--- src/rtl/sub_div_sequencer_if.sv ---
// sub_div_sequencer_if: divider request/result bus plus the shared subtractor hookup; SUB_DIV_SIGNED_EN adds Signed.
interface sub_div_sequencer_if #(parameter int WIDTH = 32);
    logic             Start;
    logic [WIDTH-1:0] Dividend;
    logic [WIDTH-1:0] Divisor;
`ifdef SUB_DIV_SIGNED_EN
    logic             Signed;
`endif
    logic [63:0]      SubA;
    logic [63:0]      SubB;
    logic [63:0]      SubOut;
    logic             Busy;
    logic             Done;
    logic [WIDTH-1:0] Quotient;
    logic [WIDTH-1:0] Remainder;
    modport master (
`ifdef SUB_DIV_SIGNED_EN
        output Signed,
`endif
        output Start, Dividend, Divisor, SubOut,
        input  SubA, SubB, Busy, Done, Quotient, Remainder
    );
    modport slave (
`ifdef SUB_DIV_SIGNED_EN
        input  Signed,
`endif
        input  Start, Dividend, Divisor, SubOut,
        output SubA, SubB, Busy, Done, Quotient, Remainder
    );
endinterface

--- src/rtl/sub_div_sequencer.sv ---
// sub_div_sequencer: restoring divider sequencing an external 64-bit subtractor; SUB_DIV_SIGNED_EN enables signed mode.
module sub_div_sequencer #(
    parameter int WIDTH = 32,
    parameter int CNT_W = 6
) (
    input logic Clk,
    input logic Reset,
    sub_div_sequencer_if.slave bus
);
    typedef enum logic {IDLE, RUN} state_t;
    state_t state;
    logic [WIDTH-1:0] r, q, d;
    logic [CNT_W-1:0] count;
    logic [WIDTH:0] p;
    logic diff_ok;
    logic [WIDTH-1:0] r_next, q_next, q_fin, r_fin, a_mag, b_mag;
    logic qneg, rneg;
    logic unused_sub;
    assign p          = {r, q[WIDTH-1]};
    assign bus.SubA   = (state == RUN) ? 64'(p) : '0;
    assign bus.SubB   = (state == RUN) ? 64'(d) : '0;
    // P < 2*D keeps the difference in range, so bit 63 is an exact borrow
    assign diff_ok    = ~bus.SubOut[63];
    assign unused_sub = ^bus.SubOut[62:WIDTH];
    assign r_next     = diff_ok ? bus.SubOut[WIDTH-1:0] : p[WIDTH-1:0];
    assign q_next     = {q[WIDTH-2:0], diff_ok};
`ifdef SUB_DIV_SIGNED_EN
    logic a_neg, b_neg;
    assign a_neg = bus.Signed & bus.Dividend[WIDTH-1];
    assign b_neg = bus.Signed & bus.Divisor[WIDTH-1];
    assign a_mag = a_neg ? -bus.Dividend : bus.Dividend;
    assign b_mag = b_neg ? -bus.Divisor : bus.Divisor;
    assign q_fin = qneg ? -q_next : q_next;
    assign r_fin = rneg ? -r_next : r_next;
`else
    logic a_neg, b_neg;
    assign a_neg = 1'b0;
    assign b_neg = 1'b0;
    assign a_mag = bus.Dividend;
    assign b_mag = bus.Divisor;
    assign q_fin = q_next;
    assign r_fin = r_next;
`endif
    always_ff @(posedge Clk) begin
        if (Reset) begin
            state         <= IDLE;
            bus.Busy      <= 1'b0;
            bus.Done      <= 1'b0;
            bus.Quotient  <= '0;
            bus.Remainder <= '0;
            r             <= '0;
            q             <= '0;
            d             <= '0;
            count         <= '0;
            qneg          <= 1'b0;
            rneg          <= 1'b0;
        end else begin
            bus.Done <= 1'b0;
            if (state == IDLE) begin
                if (bus.Start && bus.Divisor == '0) begin
                    bus.Quotient  <= '1;
                    bus.Remainder <= bus.Dividend;
                    bus.Done      <= 1'b1;
                end else if (bus.Start) begin
                    d        <= b_mag;
                    q        <= a_mag;
                    r        <= '0;
                    count    <= '0;
                    qneg     <= a_neg ^ b_neg;
                    rneg     <= a_neg;
                    state    <= RUN;
                    bus.Busy <= 1'b1;
                end
            end else begin
                r     <= r_next;
                q     <= q_next;
                count <= count + 1'b1;
                if (count == CNT_W'(WIDTH - 1)) begin
                    bus.Quotient  <= q_fin;
                    bus.Remainder <= r_fin;
                    bus.Done      <= 1'b1;
                    bus.Busy      <= 1'b0;
                    state         <= IDLE;
                end
            end
        end
    end
endmodule

--- src/flat_wrapper.sv ---
// flat-port wrapper written by rule: the top's interface ports become plain ports
module sub_div_sequencer_flat 
#(
    parameter int WIDTH = 32,
    parameter int CNT_W = 6
)
  (Clk, Reset, bus_Start, bus_Dividend, bus_Divisor, bus_SubOut, bus_SubA, bus_SubB, bus_Busy, bus_Done, bus_Quotient, bus_Remainder);
  sub_div_sequencer_if #(.WIDTH(WIDTH)) bus_i ();
  input logic Clk;
  input logic Reset;
  input wire logic [$bits(bus_i.Start)-1:0] bus_Start;
  input wire logic [$bits(bus_i.Dividend)-1:0] bus_Dividend;
  input wire logic [$bits(bus_i.Divisor)-1:0] bus_Divisor;
  input wire logic [$bits(bus_i.SubOut)-1:0] bus_SubOut;
  output wire logic [$bits(bus_i.SubA)-1:0] bus_SubA;
  output wire logic [$bits(bus_i.SubB)-1:0] bus_SubB;
  output wire logic [$bits(bus_i.Busy)-1:0] bus_Busy;
  output wire logic [$bits(bus_i.Done)-1:0] bus_Done;
  output wire logic [$bits(bus_i.Quotient)-1:0] bus_Quotient;
  output wire logic [$bits(bus_i.Remainder)-1:0] bus_Remainder;
  assign bus_i.Start = bus_Start;
  assign bus_i.Dividend = bus_Dividend;
  assign bus_i.Divisor = bus_Divisor;
  assign bus_i.SubOut = bus_SubOut;
  assign bus_SubA = bus_i.SubA;
  assign bus_SubB = bus_i.SubB;
  assign bus_Busy = bus_i.Busy;
  assign bus_Done = bus_i.Done;
  assign bus_Quotient = bus_i.Quotient;
  assign bus_Remainder = bus_i.Remainder;
  sub_div_sequencer #(.WIDTH(WIDTH), .CNT_W(CNT_W)) u_core (.Clk(Clk), .Reset(Reset), .bus(bus_i));
endmodule
--- config.mk ---
export PLATFORM = sky130hd
export DESIGN_NAME = sub_div_sequencer_flat
export DESIGN_NICKNAME = d
export VERILOG_FILES = /design/src/rtl/sub_div_sequencer_if.sv /design/src/rtl/sub_div_sequencer.sv /design/src/flat_wrapper.sv
export SDC_FILE = /design/constraint.sdc
export NUM_CORES = 1
export LEC_CHECK = 0
export ABC_CLOCK_PERIOD_IN_PS = 3300
export BUFFER_PORTS_ARGS = -buffer_cell sky130_fd_sc_hd__buf_2
export CAP_MARGIN = 20
export CORE_MARGIN = 2
export CORE_UTILIZATION = 24
export CTS_CLUSTER_DIAMETER = 80
export DETAILED_ROUTE_END_ITERATION = 12
export HOLD_SLACK_MARGIN = 0.06
export SETUP_SLACK_MARGIN = 0.1
export SLEW_MARGIN = 25
export SYNTH_ARGS = -nofsm -noshare
export SYNTH_HDL_FRONTEND = slang
export SYNTH_SLANG_ARGS = --single-unit
--- constraint.sdc ---
create_clock -name Clk -period 3.3 [get_ports Clk]
set_clock_uncertainty 0.15 [all_clocks]
set_input_delay 0.495 -clock Clk [delete_from_list [all_inputs] [get_ports Clk]]
set_output_delay 0.495 -clock Clk [all_outputs]
set_load 0.01 [all_outputs]
; Word-level counts from Yosys, hierarchy flattened
; Cells that the tools add are included.
[word_totals]
regBits = 169
ram_bits = 0
rom_bits = 0
word_cells = 53
n_memories = 0
latch_bits = 0
[op_classes]
n_eq_ne = 3
n_shift = 0
div_mod_pow = 0
muxes = 29
order_cmp = 0
bitwise_logic = 3
n_addsub = 1
n_reduce_logical = 8
n_mul = 0
[op_table]
columns = operator, n
row1 = $mux 32, 14
row2 = $mux 33, 1
row3 = $logic_not 32->1, 1
row4 = $mux 6, 3
row5 = $mux 1, 11
row6 = $add 6x1->6 const B, 1
row7 = $eq 6x5->1 const B, 1
row8 = $reduce_and 3->1, 2
row9 = $reduce_and 2->1, 2
row10 = $reduce_bool 2->1, 2
row11 = $not 1->1, 3
row12 = $ne 2x1->1 const B, 1
row13 = $ne 2x2->1 const B, 1
row14 = $logic_and 1x1->1, 1

; Depth between registers and ports, before layout
[depth]
depth_word = 4
ltp_mapped = 7

; Worst setup path before layout
; Ideal clock, no wire load.
[synth_path]
path_type = input to register
startpoint = input bus_Divisor[26]
endpoint = register u_core.d[10]
t_required_ps = 3022
arrival_time_ps = 1709
cell_stages = 7
setup_slack_ps = 1314
path_cell_list = nor4_1 > nand4_1 > o21ai_1 > buf_2 > buf_6 > mux2i_1 > nor2_1
[synth_via]
elab_chain_len = 4
[synth_lines]
columns = item, line
row1 = start: declaration, flat_wrapper.sv:13  ; input wire logic [$bits(bus_i.Divisor)-1:0] bus_Divisor;
row2 = $logic_not 32->1, sub_div_sequencer.sv:60  ; if (bus.Start && bus.Divisor == '0) begin
row3 = $logic_and 1x1->1, sub_div_sequencer.sv:60
row4 = $not 1->1 (no source line), -
row5 = $reduce_and 3->1 (no source line), -
row6 = end signal: assignment, sub_div_sequencer.sv:65  ; d <= b_mag;
row7 = end: declaration, sub_div_sequencer.sv:12  ; logic [WIDTH-1:0] r, q, d;
; Every way passes these cells.
; A chain may end at the register's enable or synchronous reset.

; Worst setup path in the final report
[layout_path]
startpoint = register u_core.state
endpoint = output bus_SubA[5]
[layout_via]
elab_chain_len = 1
[layout_lines]
columns = item, line
row1 = start: declaration, sub_div_sequencer.sv:11  ; state_t state;
row2 = start signal: assignment, sub_div_sequencer.sv:46  ; state <= IDLE;
row3 = start signal: assignment, sub_div_sequencer.sv:71  ; state <= RUN;
row4 = start signal: assignment, sub_div_sequencer.sv:83  ; state <= IDLE;
row5 = $mux 33, sub_div_sequencer.sv:20  ; assign bus.SubA = (state == RUN) ? 64'(p) : '0;
row6 = end: declaration, flat_wrapper.sv:15  ; output wire logic [$bits(bus_i.SubA)-1:0] bus_SubA;
; Every way passes these cells.

==> results.cfg <==
[status]
outcome = finished, final reports clean

[timing]
worst_pin_slew_ns = 0.7379
totalNegativeSetupSlack_ns = 0
slew-limit-headroom_pct = 50.81
rsz0062_at_grt = false
setup-violations-final = 0
timing.fmax_mhz = 390.2
post_layout_minimum_cycle_time_ns = 2.563
slew_violations = 0
final-hold-violation-count = 0
fin_ws_ns = 0.7373
fin_crit_sh_pct = 77.66

[clocking]
postCtsHoldBufs = 0
numCtsBuffers = 17
post_cts_setup_driven_buffer_insertion_count = 0
cts.root.buffer_cell = sky130_fd_sc_hd__clkbuf_16
clk_pin_slew_ns = 0.08
cts-htree-levels = 4
cts_resized = 0
worst_skew_pair.late_latency_ns = 0.44
cts_tree = done
clock-sinks = 169
cts_max_path_buffers = 2

[setup_path]
setup.worst_path.end_class = output port
crit_path_cell_trace = buf_12 -> and2_1 -> buf_2
setup.worst_path.start_class = register
criticalPathCategory = register to output port
crit_arrival_ns = 1.92
cp_data_required_time_ns = 2.65
rr_startpoint = u_core.state$_SDFF_PP0_
crit_path_launch = u_core.state$_SDFF_PP0_
critical_path.max_stage_delay_ns = 0.67
critical-path-slowest-cell = sky130_fd_sc_hd__dfxtp_4
worstPathMaxFanout = 80

[die]
io_pins = 325
start_util_pct = 24.22
row_count = 68
die_extent_in_y_um = 190.2
fp.coreArea_um2 = 34370
design.die.area_um2 = 36190
dieWidth_um = 190.2

[worst_hold_path]
hp-start = bus_Divisor[11]
worst_hold_path_type = input port to register

[grt]
number_of_antenna_violations_at_the_first_check_in_global_routing = 6
global_route.usage.total_pct = 14.46
grt_pass1_vias = 6712
largest_net_degree_at_the_start_of_global_routing = 81
global_route_wire_length_before_repair_mm = 39.97
grt_overflow = 0

[synthesis]
synth-async-reset-ratio_pct = 0
post_synth_fa_ha_maj_area_fraction_pct = 0.1503
avgSynthCellArea_um2 = 9.168
area_fraction_in_and_or_nand_and_nor_cells_after_synthesis_pct = 15.99
largest_family_of_logic_cells_by_synthesized_area = compound AO/OA/AOI/OAI gates
ys_ff_latch = 169
number_of_enable_flip_flop_cells_after_synthesis = 0
synthXorXnorAreaFrac_pct = 0
synth_top_cells_by_area = sky130_fd_sc_hd__dfxtp_1 (41%), sky130_fd_sc_hd__mux2i_1 (7.7%), sky130_fd_sc_hd__buf_4 (6.0%), sky130_fd_sc_hd__a221oi_2 (5.4%), sky130_fd_sc_hd__and2_1 (4.9%)
ys_dominant_reg_cell = sky130_fd_sc_hd__dfxtp_1
synth.largest_area_cell = sky130_fd_sc_hd__dfxtp_1
synth_compound_gate_area_share_pct = 23.34
mapped_cell_area_um2 = 8324
yosysWarningCount = 0
netlist-cell-type-count = 40
post_synth_inst_count = 908
synth-seq-area-share_pct = 40.64
synth_top_area_share_pct = 40.64
post_synth_mux_area_share_pct = 7.831

[power_and_ir_drop]
power.switching_fraction_pct = 29.00
p_comb_share_pct = 12.0
powerDensity_nw_per_um2 = 457.3
total_leakage_power_nw = 4.430
cell_internal_power_mw = 3.320
power_frac_seq_pct = 46.2
vdd.ir_drop.worst_mv = 0.3328
clock_power_share_pct = 41.7
net_switching_mw = 1.356
p_total_mw = 4.676

[run]
cap_violations = 0

[route]
via_count = 7116
routed_wirelength_mm = 26.67
routed_via_density = 4.550
dr.pass1.iters = 4
antenna_violating_nets_post_route = 0
post-route-drc-count = 0
detail_routed_net_length_per_standard_cell_um = 17.05
initialDrtViolationCount = 286

[finish]
fillers = 3672
layout.core_utilization_pct = 29.75
drive_gt1_share_pct = 31.40
areaGrowthSynthToFinish_pct = 22.83
final_nets = 1224

[placed_design]
place_ws_ns = 0.5882
hpwlAfterDp_mm = 19.08
routabilityCongestion = 0.8855
io_buffer_count = 230
## placed cells by master, fill, tap and decap left out, drive strengths merged, types with 4 or more instances in the layout
cell	n
buf	248
dfxtp	169
o21ai	66
and2	65
nor2	65
mux2i	64
a211oi	64
conb	63
inv	42
a21oi	37
nand2	35
nand2b	35
nor3	33
o2bb2ai	32
a221oi	32
clkbuf	17
nor4	8
diode	4
clkinv	4
## power groups by stage
stage               clock, mW  sequential, mW  combinational, mW
floorplan                   0            2.19              0.444
global placement            0            2.21              0.558
detailed placement          0            2.21              0.567
CTS                      2.00            2.16              0.568
global route             2.09            2.17              0.621
finish                   1.95            2.16              0.562
## through the flow
| step | area (µm²) | std cells | hold WS (ns) |
|---|---|---|---|
| after floorplan | 8557 | 970 | 0.2742 |
| after global placement | 9653 | 1528 | 0.2996 |
| after detailed placement | 9653 | 1528 | 0.2927 |
| after CTS | 10210 | 1560 | 0.1309 |
| after global routing | 10220 | 1561 | 0.1505 |
| final | 10220 | 1564 | 0.1497 |
## sequential cells by signal, indices dropped and copies added (netlist names)
signal / flops
u_core.bus.Busy: 1
u_core.d: 32
u_core.bus.Remainder: 32
u_core.r: 32
u_core.state: 1
u_core.bus.Done: 1
u_core.count: 6
u_core.bus.Quotient: 32
u_core.q: 32
## routing by layer
metal / global-route usage (%) / vias up / wire [µm]
met2: 24.66 / 236 / 12710
met5: 0 / - / 34
met4: 4.413 / 6 / 465
met3: 4.453 / 35 / 2017
li1: - / 3452 / -
met1: 17.40 / 3387 / 11440
## final cells by class
cell class	count	area [µm²]	share of cell area [%]
clock buffer	17	425.4	4.161
timing repair buffer	248	1368	13.37
tap	455	569.3	5.568
inverter	34	127.6	1.248
antenna	4	10.01	0.09790
clock inverter	15	136.4	1.334
sequential	169	3387	33.13
multi-input combinational	622	4202	41.09
## synth_stat cells, types with 2 or more instances
| cell | number |
|---|---|
| sky130_fd_sc_hd__dfxtp_1 | 169 |
| sky130_fd_sc_hd__buf_4 | 66 |
| sky130_fd_sc_hd__and2_1 | 65 |
| sky130_fd_sc_hd__nor2_1 | 65 |
| sky130_fd_sc_hd__o21ai_1 | 65 |
| sky130_fd_sc_hd__mux2i_1 | 64 |
| sky130_fd_sc_hd__clkbuf_1 | 46 |
| sky130_fd_sc_hd__a211oi_1 | 36 |
| sky130_fd_sc_hd__a21oi_1 | 36 |
| sky130_fd_sc_hd__nand2_1 | 35 |
| sky130_fd_sc_hd__nand2b_1 | 35 |
| sky130_fd_sc_hd__inv_1 | 34 |
| sky130_fd_sc_hd__o2bb2ai_1 | 32 |
| sky130_fd_sc_hd__nor3_1 | 31 |
| sky130_fd_sc_hd__a221oi_2 | 30 |
| sky130_fd_sc_hd__a211oi_2 | 28 |
| sky130_fd_sc_hd__buf_2 | 21 |
| sky130_fd_sc_hd__nor4_1 | 8 |
| sky130_fd_sc_hd__buf_6 | 7 |
| sky130_fd_sc_hd__buf_1 | 5 |
| sky130_fd_sc_hd__nand3_1 | 3 |
| sky130_fd_sc_hd__nand4_1 | 3 |
| sky130_fd_sc_hd__nor3b_1 | 3 |
| sky130_fd_sc_hd__a221oi_1 | 2 |
| sky130_fd_sc_hd__a311oi_1 | 2 |
| sky130_fd_sc_hd__and3_1 | 2 |
| sky130_fd_sc_hd__and4_1 | 2 |
## final timing paths
path                                               end  slack [ns]  depth (start not counted)
hold / removal               u_core.d[11]$_SDFFE_PP0P_        0.15                          3
hold reg to reg   u_core.bus.Remainder[9]$_SDFFE_PP0P_        0.31                          2
setup reg to reg  u_core.bus.Remainder[4]$_SDFFE_PP0P_        1.10                          6
setup / recovery                           bus_SubA[5]        0.74                          3
## kinds of logic after synthesis
kind of cell,Yosys count
AOI/OAI and AO/OA,237
adders and majority gates,1
buffers and inverters,179
DFF,169
muxes,65
other,1
and+or+nand+nor,256
## worst max-delay path, delay by kind of cell (launching register included)
family,cells,cell delay [ns]
flip-flops,1,0.67
buffers and inverters,2,0.52
AND/OR/NAND/NOR,1,0.20
Power figures use the tool's default switching activity.
